==> src/rtl/small_osc_2nd.sv <==
// Burst sine source: multiplier-free 2^-K rotation oscillator behind a
// start/stop FSM with an optional sample-count limit.
module small_osc_2nd #(
    parameter int K_SHIFT   = 6,
    parameter int WIDTH     = 16,
    parameter int CNT_WIDTH = 16
) (
    input  logic                    clk,
    input  logic                    rst,
    input  logic                    en,
    input  logic                    start,
    input  logic                    stop,
    input  logic signed [WIDTH-1:0] amp,
    input  logic [CNT_WIDTH-1:0]    len,
    output logic signed [WIDTH-1:0] dataOut,
    output logic                    valid,
    output logic                    busy,
    output logic                    done
);

    localparam int SW = WIDTH + K_SHIFT + 2;
    localparam logic signed [WIDTH+1:0] SAT_HI = {3'b000, {(WIDTH-1){1'b1}}};
    localparam logic signed [WIDTH+1:0] SAT_LO = {3'b111, {(WIDTH-2){1'b0}}, 1'b1};

    typedef enum logic [1:0] {
        S_IDLE,
        S_RUN,
        S_DONE
    } state_t;

    state_t                  state_q;
    logic signed [SW-1:0]    s_q, c_q;
    logic signed [SW-1:0]    s_d, c_d;
    logic signed [SW-1:0]    s_shift;
    logic signed [SW-1:0]    c_start;
    logic signed [WIDTH+1:0] s_int;
    logic signed [WIDTH-1:0] sample;
    logic signed [WIDTH-1:0] amp_clamp;
    logic [CNT_WIDTH-1:0]    cnt_q, len_q;
    logic signed [WIDTH-1:0] data_q;
    logic                    valid_q, busy_q, done_q;
    logic                    last_sample;

    always_comb begin
        s_shift   = s_q >>> K_SHIFT;
        // c is updated first and the new c drives s, which keeps the orbit closed
        c_d       = c_q - s_shift;
        s_d       = s_q + (c_d >>> K_SHIFT);
        s_int     = s_shift[WIDTH+1:0];
        sample    = s_int[WIDTH-1:0];
        if (s_int > SAT_HI) begin
            sample = SAT_HI[WIDTH-1:0];
        end else if (s_int < SAT_LO) begin
            sample = SAT_LO[WIDTH-1:0];
        end
        amp_clamp = amp[WIDTH-1] ? '0 : amp;
        c_start   = {{(K_SHIFT+2){1'b0}}, amp_clamp} << K_SHIFT;
    end

    assign last_sample = (len_q != '0) && (cnt_q == len_q - CNT_WIDTH'(1));

    always_ff @(posedge clk) begin
        if (!rst) begin
            state_q <= S_IDLE;
            s_q     <= '0;
            c_q     <= '0;
            cnt_q   <= '0;
            len_q   <= '0;
            data_q  <= '0;
            valid_q <= 1'b0;
            busy_q  <= 1'b0;
            done_q  <= 1'b0;
        end else begin
            case (state_q)
                S_IDLE: begin
                    valid_q <= 1'b0;
                    done_q  <= 1'b0;
                    busy_q  <= 1'b0;
                    if (en && start) begin
                        s_q     <= '0;
                        c_q     <= c_start;
                        cnt_q   <= '0;
                        len_q   <= len;
                        busy_q  <= 1'b1;
                        state_q <= S_RUN;
                    end
                end
                S_RUN: begin
                    valid_q <= 1'b0;
                    done_q  <= 1'b0;
                    busy_q  <= 1'b1;
                    if (en) begin
                        if (stop) begin
                            // abort: flag done right away, DONE then just closes out
                            done_q  <= 1'b1;
                            state_q <= S_DONE;
                        end else begin
                            data_q  <= sample;
                            valid_q <= 1'b1;
                            c_q     <= c_d;
                            s_q     <= s_d;
                            cnt_q   <= cnt_q + CNT_WIDTH'(1);
                            if (last_sample) begin
                                state_q <= S_DONE;
                            end
                        end
                    end
                end
                S_DONE: begin
                    valid_q <= 1'b0;
                    done_q  <= !done_q;
                    busy_q  <= !done_q;
                    state_q <= S_IDLE;
                end
                default: begin
                    state_q <= S_IDLE;
                end
            endcase
        end
    end

    assign dataOut = data_q;
    assign valid   = valid_q;
    assign busy    = busy_q;
    assign done    = done_q;

endmodule

==> config.mk <==
export PLATFORM = sky130hd
export DESIGN_NAME = small_osc_2nd
export DESIGN_NICKNAME = d
export VERILOG_FILES = /design/src/rtl/small_osc_2nd.sv
export SDC_FILE = /design/constraint.sdc
export NUM_CORES = 1
export LEC_CHECK = 0
export ABC_AREA = 1
export CORE_ASPECT_RATIO = 1.25
export CORE_UTILIZATION = 60
export CTS_BUF_LIST = sky130_fd_sc_hd__clkbuf_4 sky130_fd_sc_hd__clkbuf_8 sky130_fd_sc_hd__clkbuf_16
export CTS_CLUSTER_DIAMETER = 50
export DETAILED_ROUTE_END_ITERATION = 12
export HOLD_SLACK_MARGIN = 0.12
export PLACE_DENSITY_LB_ADDON = 0.25
export SYNTH_ARGS = -nofsm -noshare
export SYNTH_HDL_FRONTEND = slang
export SYNTH_SLANG_ARGS = --single-unit
==> constraint.sdc <==
create_clock -name clk -period 3.8 [get_ports clk]
set_clock_uncertainty 0.2 [all_clocks]
set_input_delay 0.38 -clock clk [delete_from_list [all_inputs] [get_ports clk]]
set_output_delay 0.38 -clock clk [all_outputs]
set_load 0.02 [all_outputs]
==> out/results.tsv, run 1 <==
stage	metric	value	unit
synthesis	Yosys warning total	0	
sta	fin crit share	98.70	%
sta	TNS Setup	0	ns
cells_and_area	growth of design area from synthesis to finish	31.60	%
sta	RSZ-0062 raised after global routing	yes	
synthesis	post-synthesis cell area	0.007333	mm²
synthesis	Async SR Flop Fraction	0	%
cells_and_area	register area	0.002039	mm²
sta	setup slack after layout	0.04941	ns
route	total routed wirelength	24730	µm
die	floorplan row count	44	
route	total number of vias	8394	
grt	met3 usage	6.652	%
sta	Max Fclk	266.6	MHz
sta	Relative slew margins	40.58	%
die	Die Width	100.9	µm
hold_path	Hold Path Sink	dataOut[3]	
sta	fin crit period	3.751	ns
sta	final setup fails	0	
cells_and_area	Layout fillers	892	
worst_setup_path	Worst Path Required	3.82	ns
worst_setup_path	peak fanout along the critical path	7	
pwr	Design Power	4431	µW
placed_design	GP Congestion	1.064	
worst_setup_path	flop2flop setup slack	0.05	ns
route	drt pass-1 iters	5	
hold_path	hold path depth	2	
cells_and_area	final core utilization	81.91	%
worst_setup_path	top cell family by delay on the critical path	simple AND/OR/NAND/NOR gates	
worst_setup_path	most frequent CP cell	nand2_1	
worst_setup_path	FF-to-FF path depth	23	
status	status	completed	
cells_and_area	fin nets	1376	
route	wire per inst	17.07	µm
route	DRT iter0 DRCs	435	
worst_setup_path	Slowest-stage cell, CP	dfxtp_2	
worst_setup_path	Critical path buffers and inverters	4	
clock_tree	Clock Tree Buf Depth	2	
die	initial core utilization	62.25	%
grt	GRT Util Overall	38.79	%
cells_and_area	Final Non-Filler Cells	1449	
clock_tree	CTS H-tree lvls	3	
route	Routed Antenna Nets	0	
flow_run	Max Cap Viol	0	
grt	met1 Usage GRT	41.78	%
synthesis	Seq/Total Area, Yosys	27.57	%
synthesis	Yosys cell types	47	
die	# IOs	56	
die	die area	0.01267	mm²
synthesis	cell count after synthesis	1148	
worst_setup_path	worst path cell trace	clkinvlp_4 > buf_12 > ha_4 > buf_4 > nand2_1 > nand2_1 > nand3_1 > nand2_1 > a21oi_2 > nand3_1 > nand2_2 > nand2_4 > buf_4 > ha_4 > nand2_2 > nor2_4 > nand2_1 > nor4_2 > nand2_1 > nand3_2 > nand3_1 > nand3_1 > a21oi_1	
clock_tree	TritonCTS sink count	101	
die	Core Box Area	0.01178	mm²
worst_setup_path	Worst path max stage delay	0.36	ns
sta	measured slew at the worst slew-check pin	0.8913	ns
clock_tree	clock root buffer	clkbuf_16	
synthesis	Synth Register Bits	101	
clock_tree	Reg clk slew, reported paths	0.07	ns
grt	vias in the first global route	7894	
pwr	Worst VDD drop	0.0002929	V
clock_tree	TritonCTS clock tree	done	
grt	grt met2 use	69.58	%
placed_design	# port buffers	55	
hold_path	hold_sp	dataOut[3]	
synthesis	Mapped Nets	1241	
grt	first-pass GRT wire length	38290	µm
synthesis	Mapped Avg Cell Area	6.388	µm²
route	Vias/cell	5.793	
grt	busiest grt layer	met2	
hold_path	hold crit path type	flop to flop	
die	DIE HEIGHT	125.6	µm
synthesis	EDFF count, synth	0	
placed_design	pre-CTS setup slack	-0.2019	ns
cells_and_area	layout cells sized above 1	20.34	%
placed_design	dpl hpwl	17800	µm
worst_setup_path	critical path type	flop to flop	
cells_and_area	commonest cells after routing, fill and taps aside	nand2_1 (273), a21oi_1 (157), inv_1 (108)	
synthesis	top_reg_cell synth	dfxtp_1	
pwr	Pleak	0.004211	µW
sta	fin. max-slew vios	0	
route	DRC viols	0	
worst_setup_path	worst flop-to-flop path endpoint	s_q[23]	
cells_and_area	n_diodes	0	
sta	Final Hold Vio Count	0	
placed_design	Inst Count DP	1420	
worst_setup_path	Critical Path Start Type	flop	
clock_tree	worst-skew pair later-pin latency	0.36	ns
cells_and_area	commonest non-fill, non-tap cell in the layout	nand2_1	
pwr	Pwr Density	459.1	mW/mm²
worst_setup_path	Worst setup EP type	flop	
grt	largest net degree at the start of global routing	51	
grt	initial antenna violation count	0	
grt	grt ovf	0	
clock_tree	CTS buffer count	9	
worst_setup_path	RR Startpoint	s_q[23]	
cells_and_area	Multi-input gate area	0.005344	mm²
worst_setup_path	WP data arrival	3.77	ns
cell type report:
type                            instances  share of cell area (%)
Tap cell                              161                   2.087
Clock buffer                           12                   2.632
Inverter                              124                   4.888
Clock inverter                          4                  0.3501
Sequential cell                       101                   21.13
Timing Repair Buffer                  154                   13.54
Multi-Input combinational cell        893                   55.37
logic make-up (layout without fill, tap and decap cells):
kind of cell             count (synthesis)  after routing  synth area share (%)
AND/OR/NAND/NOR                        528            528                 31.22
XOR/XNOR                                28             28                 3.344
buffers and inverters                  154            294                 8.002
flip-flops                             101            101                 27.57
adder cells (fa/ha/maj)                 56             56                 9.759
AO/OA/AOI/OAI                          281            281                 20.10
cell usage after synthesis (6+ instances only):
| master | count | area (µm²) |
|---|---|---|
| xor2_1 | 19 | 166.4 |
| or2_2 | 6 | 37.54 |
| nand3b_1 | 7 | 52.55 |
| nor3_1 | 20 | 100.1 |
| nand3_1 | 64 | 320.3 |
| nor4_1 | 8 | 50.05 |
| inv_1 | 111 | 416.7 |
| nand2_1 | 297 | 1115 |
| o21ai_1 | 9 | 45.04 |
| nor2_1 | 89 | 334.1 |
| ha_1 | 54 | 675.7 |
| dfxtp_1 | 101 | 2022 |
| inv_2 | 8 | 30.03 |
| o21ai_0 | 79 | 395.4 |
| clkbuf_1 | 26 | 97.59 |
| nand4_1 | 17 | 106.4 |
| xnor2_1 | 9 | 78.83 |
| a21oi_1 | 172 | 860.8 |
power by group:
part,leakage (µW),switching [µW],internal (µW)
Clock,0.000140,445,482
Combinational,0.00325,1360,999
Sequential,0.000826,43.7,1100
how the worst max path moves through the flow:
stage | start | end | slack [ns] | cells past startpoint
global route | s_q[23] | s_q[23] | -0.08 | 23
detailed placement | s_q[11] | s_q[19] | -0.20 | 21
floorplan | s_q[6] | s_q[10] | 0.50 | 16
global placement | s_q[12] | s_q[19] | -0.23 | 21
finish | s_q[23] | s_q[23] | 0.05 | 23
CTS | s_q[8] | s_q[10] | 0.00002 | 17
repair_timing:
item,CTS,global route
hold buffers,0,0
setup buffers,0,13
endpoints found under the setup margin,11,16
gates resized for setup,13,126
pin swaps,2,28
registers in the layout, summed over array words and instances, names as in the netlist:
name / cells
len_q: 16
cnt_q: 16
busy: 1
valid: 1
dataOut: 16
s_q: 24
c_q: 24
state_q: 2
done: 1
worst min-delay path, stage by stage, from the launching register on:
cell	delay (ns)
dfxtp_1	0.31
nand2_1	0.06
a21oi_1	0.05
per-layer routing:
metal | vias up | wire length (µm)
met4 | 0 | 1520
met2 | 328 | 12630
li1 | 4104 | -
met5 | - | 0
met3 | 99 | 1195
met1 | 3863 | 9384
stage by stage:
| stage | area [µm²] | hold slack, ns |
|---|---|---|
| final | 9651 | 0.2696 |
| after CTS | 8949 | 0.2699 |
| after global routing | 9651 | 0.2919 |
| after global placement | 8612 | 0.2530 |
| after detailed placement | 8612 | 0.2578 |
| after floorplan | 7333 | 0.2454 |
Note: power is estimated with default switching activity, not from simulation.
==> run 2, diff against run 1 <==
--- a/config.mk
+++ b/config.mk
@@ -7,10 +7,11 @@
 export LEC_CHECK = 0
 export ABC_AREA = 1
 export CORE_ASPECT_RATIO = 1.25
-export CORE_UTILIZATION = 60
+export CORE_UTILIZATION = 48
 export CTS_BUF_LIST = sky130_fd_sc_hd__clkbuf_4 sky130_fd_sc_hd__clkbuf_8 sky130_fd_sc_hd__clkbuf_16
 export CTS_CLUSTER_DIAMETER = 50
 export DETAILED_ROUTE_END_ITERATION = 12
+export GPL_ROUTABILITY_DRIVEN = 0
 export HOLD_SLACK_MARGIN = 0.12
 export PLACE_DENSITY_LB_ADDON = 0.25
 export SYNTH_ARGS = -nofsm -noshare
==> out/results.tsv, run 2 (synthesized netlist as in run 1, its figures left out) <==
stage	metric	value	unit	change
status	status	completed		
pwr	Internal	2506	µW	-3.0%
clock_tree	worst-skew pair later-pin latency	0.37	ns	about the same
sta	setup slack after layout	0.1275	ns	+0.07811 ns
worst_setup_path	peak fanout along the critical path	6		-1
hold_path	hold path depth	2		unchanged
pwr	reported net switching power	1780	µW	-3.6%
die	Die Width	112.6	µm	+12%
die	initial core utilization	49.05	%	-13 points
worst_setup_path	Worst path max stage delay	0.41	ns	+0.05 ns
hold_path	hold_sp	dataOut[4]		
sta	fin crit period	3.672	ns	-0.07811 ns
pwr	Sw Share	41.53	%	-0.15 points
grt	first-pass GRT wire length	35820	µm	-6.5%
grt	initial antenna violation count	0		unchanged
route	total number of vias	8120		-3.3%
placed_design	pre-CTS setup slack	-0.01197	ns	+0.1900 ns
route	DRC viols	0		unchanged
worst_setup_path	critical path type	flop to flop		
pwr	Worst VDD drop	0.0003005	V	+2.6%
worst_setup_path	Critical Path Start Type	flop		
clock_tree	clock root buffer	clkbuf_16		
worst_setup_path	Worst Path Required	3.83	ns	about the same
worst_setup_path	flop2flop setup slack	0.13	ns	+0.08 ns
grt	vias in the first global route	7522		-4.7%
grt	grt ovf	0		unchanged
grt	GRT Util Overall	28.89	%	-9.9 points
sta	WHS	0.2664	ns	-0.003160 ns
route	drt pass-1 iters	5		unchanged
pwr	Design Power	4285	µW	-3.3%
cells_and_area	commonest cells after routing, fill and taps aside	nand2_1 (285), a21oi_1 (161), inv_1 (110)		
die	floorplan row count	50		+14%
grt	largest net degree at the start of global routing	51		unchanged
sta	fin crit share	96.64	%	-2.1 points
hold_path	hold crit path type	flop to flop		
route	wire per inst	15.99	µm	-6.3%
worst_setup_path	worst path cell trace	inv_1 > ha_1 > fa_2 > nor3_2 > nor2_2 > buf_4 > xnor2_1 > ha_1 > fa_1 > nand2_1 > inv_2 > o21ai_1 > nand2_2 > a21oi_2 > o21ai_1 > or2_2 > nand3_1 > a21oi_1		
die	die area	0.01578	mm²	+25%
flow_run	Max Cap Viol	0		unchanged
cells_and_area	growth of design area from synthesis to finish	27.44	%	
cells_and_area	layout cells sized above 1	16.00	%	-4.3 points
route	DRT iter0 DRCs	588		+35%
sta	measured slew at the worst slew-check pin	0.8856	ns	-0.005707 ns
sta	RSZ-0062 raised after global routing	yes		
pwr	Reg power frac	26.6	%	+0.7 points
route	Vias/cell	5.573		-3.8%
pwr	Pleak	0.004115	µW	-2.3%
worst_setup_path	Slowest-stage cell, CP	fa_2		
pwr	Pwr Density	458.6	mW/mm²	-0.12%
hold_path	Hold Path Sink	dataOut[4]		
route	Routed Antenna Nets	0		unchanged
placed_design	dpl hpwl	17220	µm	-3.3%
sta	final setup fails	0		unchanged
cells_and_area	Largest regs	c_q x24, s_q x24		
pwr	Clock power frac	22.8	%	+1.9 points
clock_tree	CTS H-tree lvls	3		unchanged
clock_tree	Clock Tree Buf Depth	2		unchanged
sta	Final Hold Vio Count	0		unchanged
clock_tree	TritonCTS clock tree	done		
worst_setup_path	FF-to-FF path depth	18		-22%
cells_and_area	n_diodes	0		unchanged
die	Core Box Area	0.01495	mm²	+27%
worst_setup_path	RR Startpoint	c_q[0]		
placed_design	# port buffers	55		unchanged
worst_setup_path	WP data arrival	3.70	ns	-0.07 ns
sta	Max Fclk	272.3	MHz	+2.1%
cells_and_area	commonest non-fill, non-tap cell in the layout	nand2_1		
clock_tree	CTS buffer count	9		unchanged
die	# IOs	56		unchanged
clock_tree	Reg clk slew, reported paths	0.07	ns	about the same
worst_setup_path	worst flop-to-flop path endpoint	s_q[10]		
sta	fin. max-slew vios	0		unchanged
cells_and_area	fin nets	1363		-0.94%
sta	Relative slew margins	40.96	%	+0.38 points
pwr	logic gate share of total power	50.5	%	-2.7 points
die	DIE HEIGHT	140.2	µm	+12%
worst_setup_path	Worst setup EP type	flop		
route	total routed wirelength	23300	µm	-5.8%
clock_tree	TritonCTS sink count	101		unchanged
run 2: cell types whose count changed in the layout (fill, tap and decap cells not counted), moves of 5 or more:
cell and change:
nand2_2 -11, dfxtp_1 +9, nor2_2 -5, ha_4 -9, nand2_1 +12, nor2_1 +8
ha_1 +7, buf_4 -13, dfxtp_2 -8
run 2: critical path, delay by kind of cell (launching register included):
kind	cells	cell delay (ns)
buf+inv	3	0.23
compound gates	4	0.54
fa+ha+maj	4	1.25
flops	1	0.33
xor+xnor	1	0.13
simple gates	6	0.86
run 2: how the worst max path moves through the flow:
stage / from / to / slack (ns)
2_1_floorplan: s_q[6] / s_q[10] / 0.50
3_3_place_gp: s_q[23] / s_q[20] / 0.01
3_5_place_dp: c_q[0] / s_q[18] / -0.01
4_1_cts: c_q[0] / s_q[10] / -0.002
5_1_grt: c_q[0] / s_q[10] / -0.06
6_report: c_q[0] / s_q[10] / 0.13
run 2: layout make-up:
type                    instances  area (µm²)
fillers                      1399        5607
multi-input cells             893        5111
flip-flops and latches        101        2026
repair buffers                141        1209
inverters                     124       471.7
well taps                     182       227.7
clock buffers                   9       225.2
clock inverters                 7       75.07
run 2: repair_timing:
action / CTS / global route
resized for setup: 2 / 80
buffers inserted: 0 / 4
cloned: 0 / 0
setup endpoints to repair: 3 / 18
hold buffers: 0 / 0
pin swaps: 0 / 8
run 2: metal layers:
metal	vias up	share of wire, %	GRT usage (%)
met3	72	3.1	2.726
li1	4078	-	-
met5	-	0	0
met4	0	5.4	17.05
met2	248	51	53.54
met1	3722	41	31.71
run 2: through the flow:
step | setup TNS, ns | instances | util [%] | area [µm²]
after global placement | 0 | 1437 | 57.57 | 8608
after global routing | -0.2543 | 1457 | 62.50 | 9345
final | 0 | 1457 | 62.50 | 9345
after floorplan | 0 | 1148 | - | 7333
after detailed placement | -0.01197 | 1437 | 57.57 | 8608
after CTS | -0.002217 | 1453 | 59.67 | 8922
run 2: power groups by stage:
| stage | clock network [µW] | logic (µW) | registers [µW] |
|---|---|---|---|
| floorplan | 0 | 1150 | 1160 |
| global placement | 0 | 1850 | 1160 |
| detailed placement | 0 | 1860 | 1160 |
| CTS | 981 | 1880 | 1140 |
| global route | 1030 | 2340 | 1150 |
| finish | 979 | 2170 | 1140 |
